## src/rtl/bram_access_pkg.sv

```systemverilog
// Shared definitions for the BRAM access sequencer: state encoding and
// default geometry of the attached single-port BRAM.
package bram_access_pkg;

    localparam int DEF_AWIDTH    = 8;
    localparam int DEF_DWIDTH    = 32;
    localparam int DEF_MEM_DEPTH = 256;

    typedef enum logic [1:0] {
        S_IDLE  = 2'd0,
        S_WRITE = 2'd1,
        S_READ  = 2'd2,
        S_DONE  = 2'd3
    } state_t;

endpackage

```

## src/rtl/bram_addr_counter.sv

```systemverilog
// Up-counter for BRAM addressing; one extra bit so a full-depth block
// can be counted without wrapping. Clear wins over increment.
module bram_addr_counter #(
    parameter int W = 9
) (
    input  logic         clk,
    input  logic         reset_n,
    input  logic         run_i,
    input  logic         clr_i,
    output logic [W-1:0] cnt_o
);

    always_ff @(posedge clk or negedge reset_n) begin
        if (!reset_n) begin
            cnt_o <= '0;
        end else if (clr_i) begin
            cnt_o <= '0;
        end else if (run_i) begin
            cnt_o <= cnt_o + W'(1);
        end
    end

endmodule

```

## src/rtl/bram_access_ctrl.sv

```systemverilog
// Writes N streamed words into BRAM addresses 0..N-1, then streams them
// back out; one FSM owns the shared BRAM port.
module bram_access_ctrl
    import bram_access_pkg::*;
#(
    parameter int AWIDTH    = DEF_AWIDTH,
    parameter int DWIDTH    = DEF_DWIDTH,
    parameter int MEM_DEPTH = DEF_MEM_DEPTH
) (
    input  logic              clk,
    input  logic              reset_n,
    input  logic              start_i,
    input  logic [AWIDTH:0]   num_cnt_i,
    input  logic              wr_valid_i,
    input  logic [DWIDTH-1:0] wr_data_i,
    output logic              wr_ready_o,
    output logic              rd_valid_o,
    output logic [DWIDTH-1:0] rd_data_o,
    output logic [AWIDTH-1:0] addr_o,
    output logic              ce_o,
    output logic              we_o,
    output logic [DWIDTH-1:0] d_o,
    input  logic [DWIDTH-1:0] q_i,
    output logic              idle_o,
    output logic              running_o,
    output logic              done_o
);

    localparam int CW = AWIDTH + 1;

    state_t        state;
    logic [CW-1:0] n_q;
    logic [CW-1:0] wr_cnt;
    logic [CW-1:0] rd_cnt;
    logic          rd_vld_p1;
    logic          in_wr;
    logic          in_rd;
    logic          wr_hs;
    logic          wr_last;
    logic          rd_last;

    function automatic logic [CW-1:0] clamp_count(input logic [CW-1:0] n);
        return (n > CW'(MEM_DEPTH)) ? CW'(MEM_DEPTH) : n;
    endfunction

    assign in_wr   = (state == S_WRITE);
    assign in_rd   = (state == S_READ);
    assign wr_hs   = in_wr & wr_valid_i;
    assign wr_last = wr_hs && (wr_cnt == n_q - CW'(1));
    assign rd_last = in_rd && (rd_cnt == n_q - CW'(1));

    bram_addr_counter #(.W(CW)) u_wr_cnt (
        .clk     (clk),
        .reset_n (reset_n),
        .run_i   (wr_hs),
        .clr_i   (wr_last),
        .cnt_o   (wr_cnt)
    );

    bram_addr_counter #(.W(CW)) u_rd_cnt (
        .clk     (clk),
        .reset_n (reset_n),
        .run_i   (in_rd),
        .clr_i   (rd_last),
        .cnt_o   (rd_cnt)
    );

    always_ff @(posedge clk or negedge reset_n) begin
        if (!reset_n) begin
            state     <= S_IDLE;
            n_q       <= '0;
            rd_vld_p1 <= 1'b0;
        end else begin
            // BRAM returns data one cycle after the read address is issued
            rd_vld_p1 <= in_rd;
            case (state)
                S_IDLE: begin
                    if (start_i) begin
                        if (num_cnt_i != '0) begin
                            n_q   <= clamp_count(num_cnt_i);
                            state <= S_WRITE;
                        end else begin
                            state <= S_DONE;
                        end
                    end
                end
                S_WRITE: if (wr_last) state <= S_READ;
                S_READ:  if (rd_last) state <= S_DONE;
                default: state <= S_IDLE;
            endcase
        end
    end

    assign idle_o     = (state == S_IDLE);
    assign running_o  = in_wr | in_rd;
    assign done_o     = (state == S_DONE);
    assign wr_ready_o = in_wr;
    assign ce_o       = wr_hs | in_rd;
    assign we_o       = wr_hs;
    assign addr_o     = in_wr ? wr_cnt[AWIDTH-1:0] :
                        in_rd ? rd_cnt[AWIDTH-1:0] : '0;
    assign d_o        = wr_hs ? wr_data_i : '0;
    assign rd_valid_o = rd_vld_p1;
    assign rd_data_o  = q_i;

endmodule

```

## config.mk

```make
export PLATFORM = sky130hd
export DESIGN_NAME = bram_access_ctrl
export DESIGN_NICKNAME = d
export VERILOG_FILES = /design/src/rtl/bram_access_pkg.sv /design/src/rtl/bram_addr_counter.sv /design/src/rtl/bram_access_ctrl.sv
export SDC_FILE = /design/constraint.sdc
export NUM_CORES = 1
export LEC_CHECK = 0
export CAP_MARGIN = 5
export CORE_ASPECT_RATIO = 0.75
export CORE_MARGIN = 2
export CORE_UTILIZATION = 38
export CTS_CLUSTER_DIAMETER = 50
export CTS_CLUSTER_SIZE = 16
export DETAILED_ROUTE_END_ITERATION = 7
export PLACE_DENSITY = 0.94
export SETUP_SLACK_MARGIN = 0.5
export SLEW_MARGIN = 15
export SYNTH_ARGS = -nofsm -noshare
export SYNTH_HDL_FRONTEND = slang
export SYNTH_SLANG_ARGS = --single-unit
```

## constraint.sdc

```tcl
create_clock -name clk -period 3.5 [get_ports clk]
set_input_delay 0.35 -clock clk [delete_from_list [all_inputs] [get_ports clk]]
set_output_delay 0.35 -clock clk [all_outputs]
set_load 0.01 [all_outputs]
```

==> summary.txt <==
Outcome
  • Outcome: finished, final reports clean

Synth
  • Syn avg cell area: 8.09 µm²
  • Syn_nets: 397
  • Mapped Area: 0.00253 mm²
  • Synth cell count leaders: and3_1 (39), nand2_1 (39), buf_4 (32), dfrtp_1 (30), o21ai_0 (26)
  • Post-synth top area cell: dfrtp_1
  • Synthesis Warnings: 0
  • Cell count after synthesis: between 300 and 400
  • Synth Flop Type: dfrtp_1
  • Area contributors post-synth: dfrtp_1 (30%), and3_1 (9.6%), buf_4 (9.5%)
  • Post-synth EDFFs: 0
  • Sequential fraction of the synthesis area: 29.6%
  • Synth cell types: 38
  • Synth Register Bits: 30
  • Synth async-reset ratio: between 90% and 100%
  • Post-synth top area share: 29.6%

Finish
  • Share of cells above drive strength 1: 7.08%
  • Multi-input logic area: 0.00146 mm²
  • Final nets: 450
  • P&R area growth vs syn: 33.7%
  • Register area: 752 µm²
  • Number of diodes: 0
  • Fill cell total of the finished layout: approximately 580

Global route
  • Pin count of the biggest net entering global routing: a little over 50
  • Initial antenna violation count: 0
  • Total gr overflow: 0
  • Vias in the first global route: 2227
  • First-pass GRT wire length: 11300 µm
  • Tot GR Track Use: 19.8%

Timing
  • Slew HR: 51.0%
  • Final period util: 82.7%
  • Setup violations, final: 0
  • Setup TNS: 0 ns
  • PnR worst setup slack: between 0.6 and 0.7 ns
  • Setup repair after global routing missed its margin: no
  • Minimum clock period: 2.89 ns
  • Fmax: 345 MHz
  • Tightest Pin Transition: 0.734 ns
  • Worst Skew: 0.00545 ns
  • Final hold vios: 0
  • Max-slew violations: 0

Floorplan
  • Die width: 98.3 µm
  • # IOs: approximately 160
  • Initial core utilization: 39.7%
  • Row Count: 25
  • Core Box Area: ~0.0064 mm²
  • Die Y: approximately 75 µm
  • Area of the die: ~0.0073 mm²

Clock tree
  • CTS tree: done
  • Worst-case clock buffer depth: 2
  • Clock Sinks: 30
  • Worst skew pair latency: 0.29 ns
  • TritonCTS buffer count: 5
  • Setup bufs post-CTS: 0
  • Clock Pin Slew Worst Setup and Hold Paths: ~0.060 ns
  • Clk Tree Root Cell: clkbuf_8
  • H-tree depth: 2

Detailed routing
  • Vias/cell: 5.14
  • Detail Route Antenna Nets: 0
  • DRC viols: 0
  • DRT iter0 DRCs: 156
  • Post-DR wirelength/cell: 16.5 µm
  • DRT Pass-1 Iters: 4
  • Routed WL: roughly 7400 µm
  • Via count: 2304

Power
  • Cell Pwr Density: 306 mW/mm²
  • Max VDD drop: 0.000148 V
  • Pleak: 1.48 nW

Setup path
  • Reg2reg end: state[1]$_DFFE_PN0P_
  • Crit start category: flop
  • Crit Path Max Fanout: 9
  • Critical path required time: 3.68 ns
  • Worst Reg2Reg Path Length in Cells: 10
  • FF-to-FF Start: n_q[0]$_DFFE_PN0P_
  • Crit end category: flop
  • WS Path Type: flop to flop
  • R2R setup slack: slightly above 0.6 ns
  • Worst Path Arrival: 3.08 ns

Run
  • Max-Cap Viols: 0

Placement
  • HPWL after DPL: 5560 µm
  • Final RePlAce weighted congestion: 0.883
  • Post-Place Setup Slack: 0.470 ns
  • Port bufs: 91

Hold path
  • HP Class: input pin to async pin
worst max-delay path by stage:
stage,startpoint,depth (start not counted),endpoint
final,n_q[0]$_DFFE_PN0P_,10,state[1]$_DFFE_PN0P_
after detailed placement,n_q[0]$_DFFE_PN0P_,10,state[1]$_DFFE_PN0P_
after CTS,n_q[0]$_DFFE_PN0P_,10,state[1]$_DFFE_PN0P_
after global placement,n_q[0]$_DFFE_PN0P_,10,state[1]$_DFFE_PN0P_
after floorplan,n_q[0]$_DFFE_PN0P_,10,state[1]$_DFFE_PN0P_
after global routing,n_q[0]$_DFFE_PN0P_,10,state[1]$_DFFE_PN0P_
layer usage:
metal	share of wire, %	global-route usage [%]	vias up	wire length (µm)
met5	0	0	-	0
met4	2.9	7.91	0	212
met3	6.9	6.22	16	511
met2	49	33.1	79	3600
met1	42	24.5	1074	3090
li1	-	-	1135	-
cells by family after synthesis:
family	Yosys count	synth area share, %
simple gates	136	28.8
compound gates	46	12.3
fa+ha+maj	7	3.46
xor+xnor	30	10.4
buf+inv	60	13.6
mux	4	1.83
flops	30	29.6
registers in the layout, summed over array words and instances, names as in the netlist:
signal / cells
n_q: 9
u_rd_cnt.cnt_o: 9
u_wr_cnt.cnt_o: 9
rd_valid_o: 1
state: 2
timing repair:
action                                  CTS  global route
pin swaps                                 0             1
endpoints found under the setup margin    1             1
endpoints found under the hold margin     0             0
gates resized for setup                   1             4
hold buffers                              0             0
layout make-up:
class | count | area share (%)
well taps | 81 | 2.99
multi-input cells | 223 | 43.1
flip-flops and latches | 30 | 22.2
inverters | 11 | 1.22
clock inverters | 1 | 0.148
repair buffers | 95 | 27.8
clock buffers | 7 | 2.55
cells in the final DEF, fill, tap and decap left out, types with 3 or more instances in the layout:
| cell type | netlist | final |
|---|---|---|
| a21oi_1 | 3 | 3 |
| and3_1 | 39 | 39 |
| buf_4 | 32 | 4 |
| clkbuf_8 | 0 | 6 |
| clkdlybuf4s50_1 | 0 | 91 |
| dfrtp_1 | 30 | 29 |
| ha_1 | 7 | 7 |
| inv_1 | 11 | 11 |
| nand2_1 | 39 | 39 |
| nand2b_1 | 14 | 14 |
| nand3_1 | 7 | 7 |
| nand4_1 | 6 | 6 |
| nor2_1 | 15 | 15 |
| nor3_1 | 3 | 3 |
| o21ai_0 | 26 | 26 |
| o22ai_1 | 3 | 3 |
| xnor2_1 | 16 | 16 |
| xor2_1 | 14 | 14 |
where the power goes:
part           switching [mW]  internal [mW]  total [mW]
Clock                   0.135          0.158       0.294
Sequential             0.0575          0.374       0.432
Combinational           0.124          0.185       0.309
critical path, cell delays in order, from the launching register on:
cell,delay [ns]
dfrtp_2,0.45
inv_1,0.07
ha_1,0.18
or3b_4,0.43
or3_1,0.39
a41oi_2,0.20
a2111oi_4,0.10
buf_4,0.18
or2b_2,0.35
o221ai_2,0.11
mux2_4,0.32
per-stage QoR:
step	power [mW]	util [%]	cells	cell area, µm²	hold slack, ns
2_1_floorplan	0.597	-	313	2530	0.0544
3_3_place_gp	0.736	51.3	440	3270	0.553
3_5_place_dp	0.745	51.3	440	3270	0.564
4_1_cts	1.04	52.8	448	3370	0.454
5_1_grt	1.09	53.1	448	3390	0.490
6_report	1.03	53.1	448	3390	0.437
Note: power is estimated with default switching activity, not from simulation.
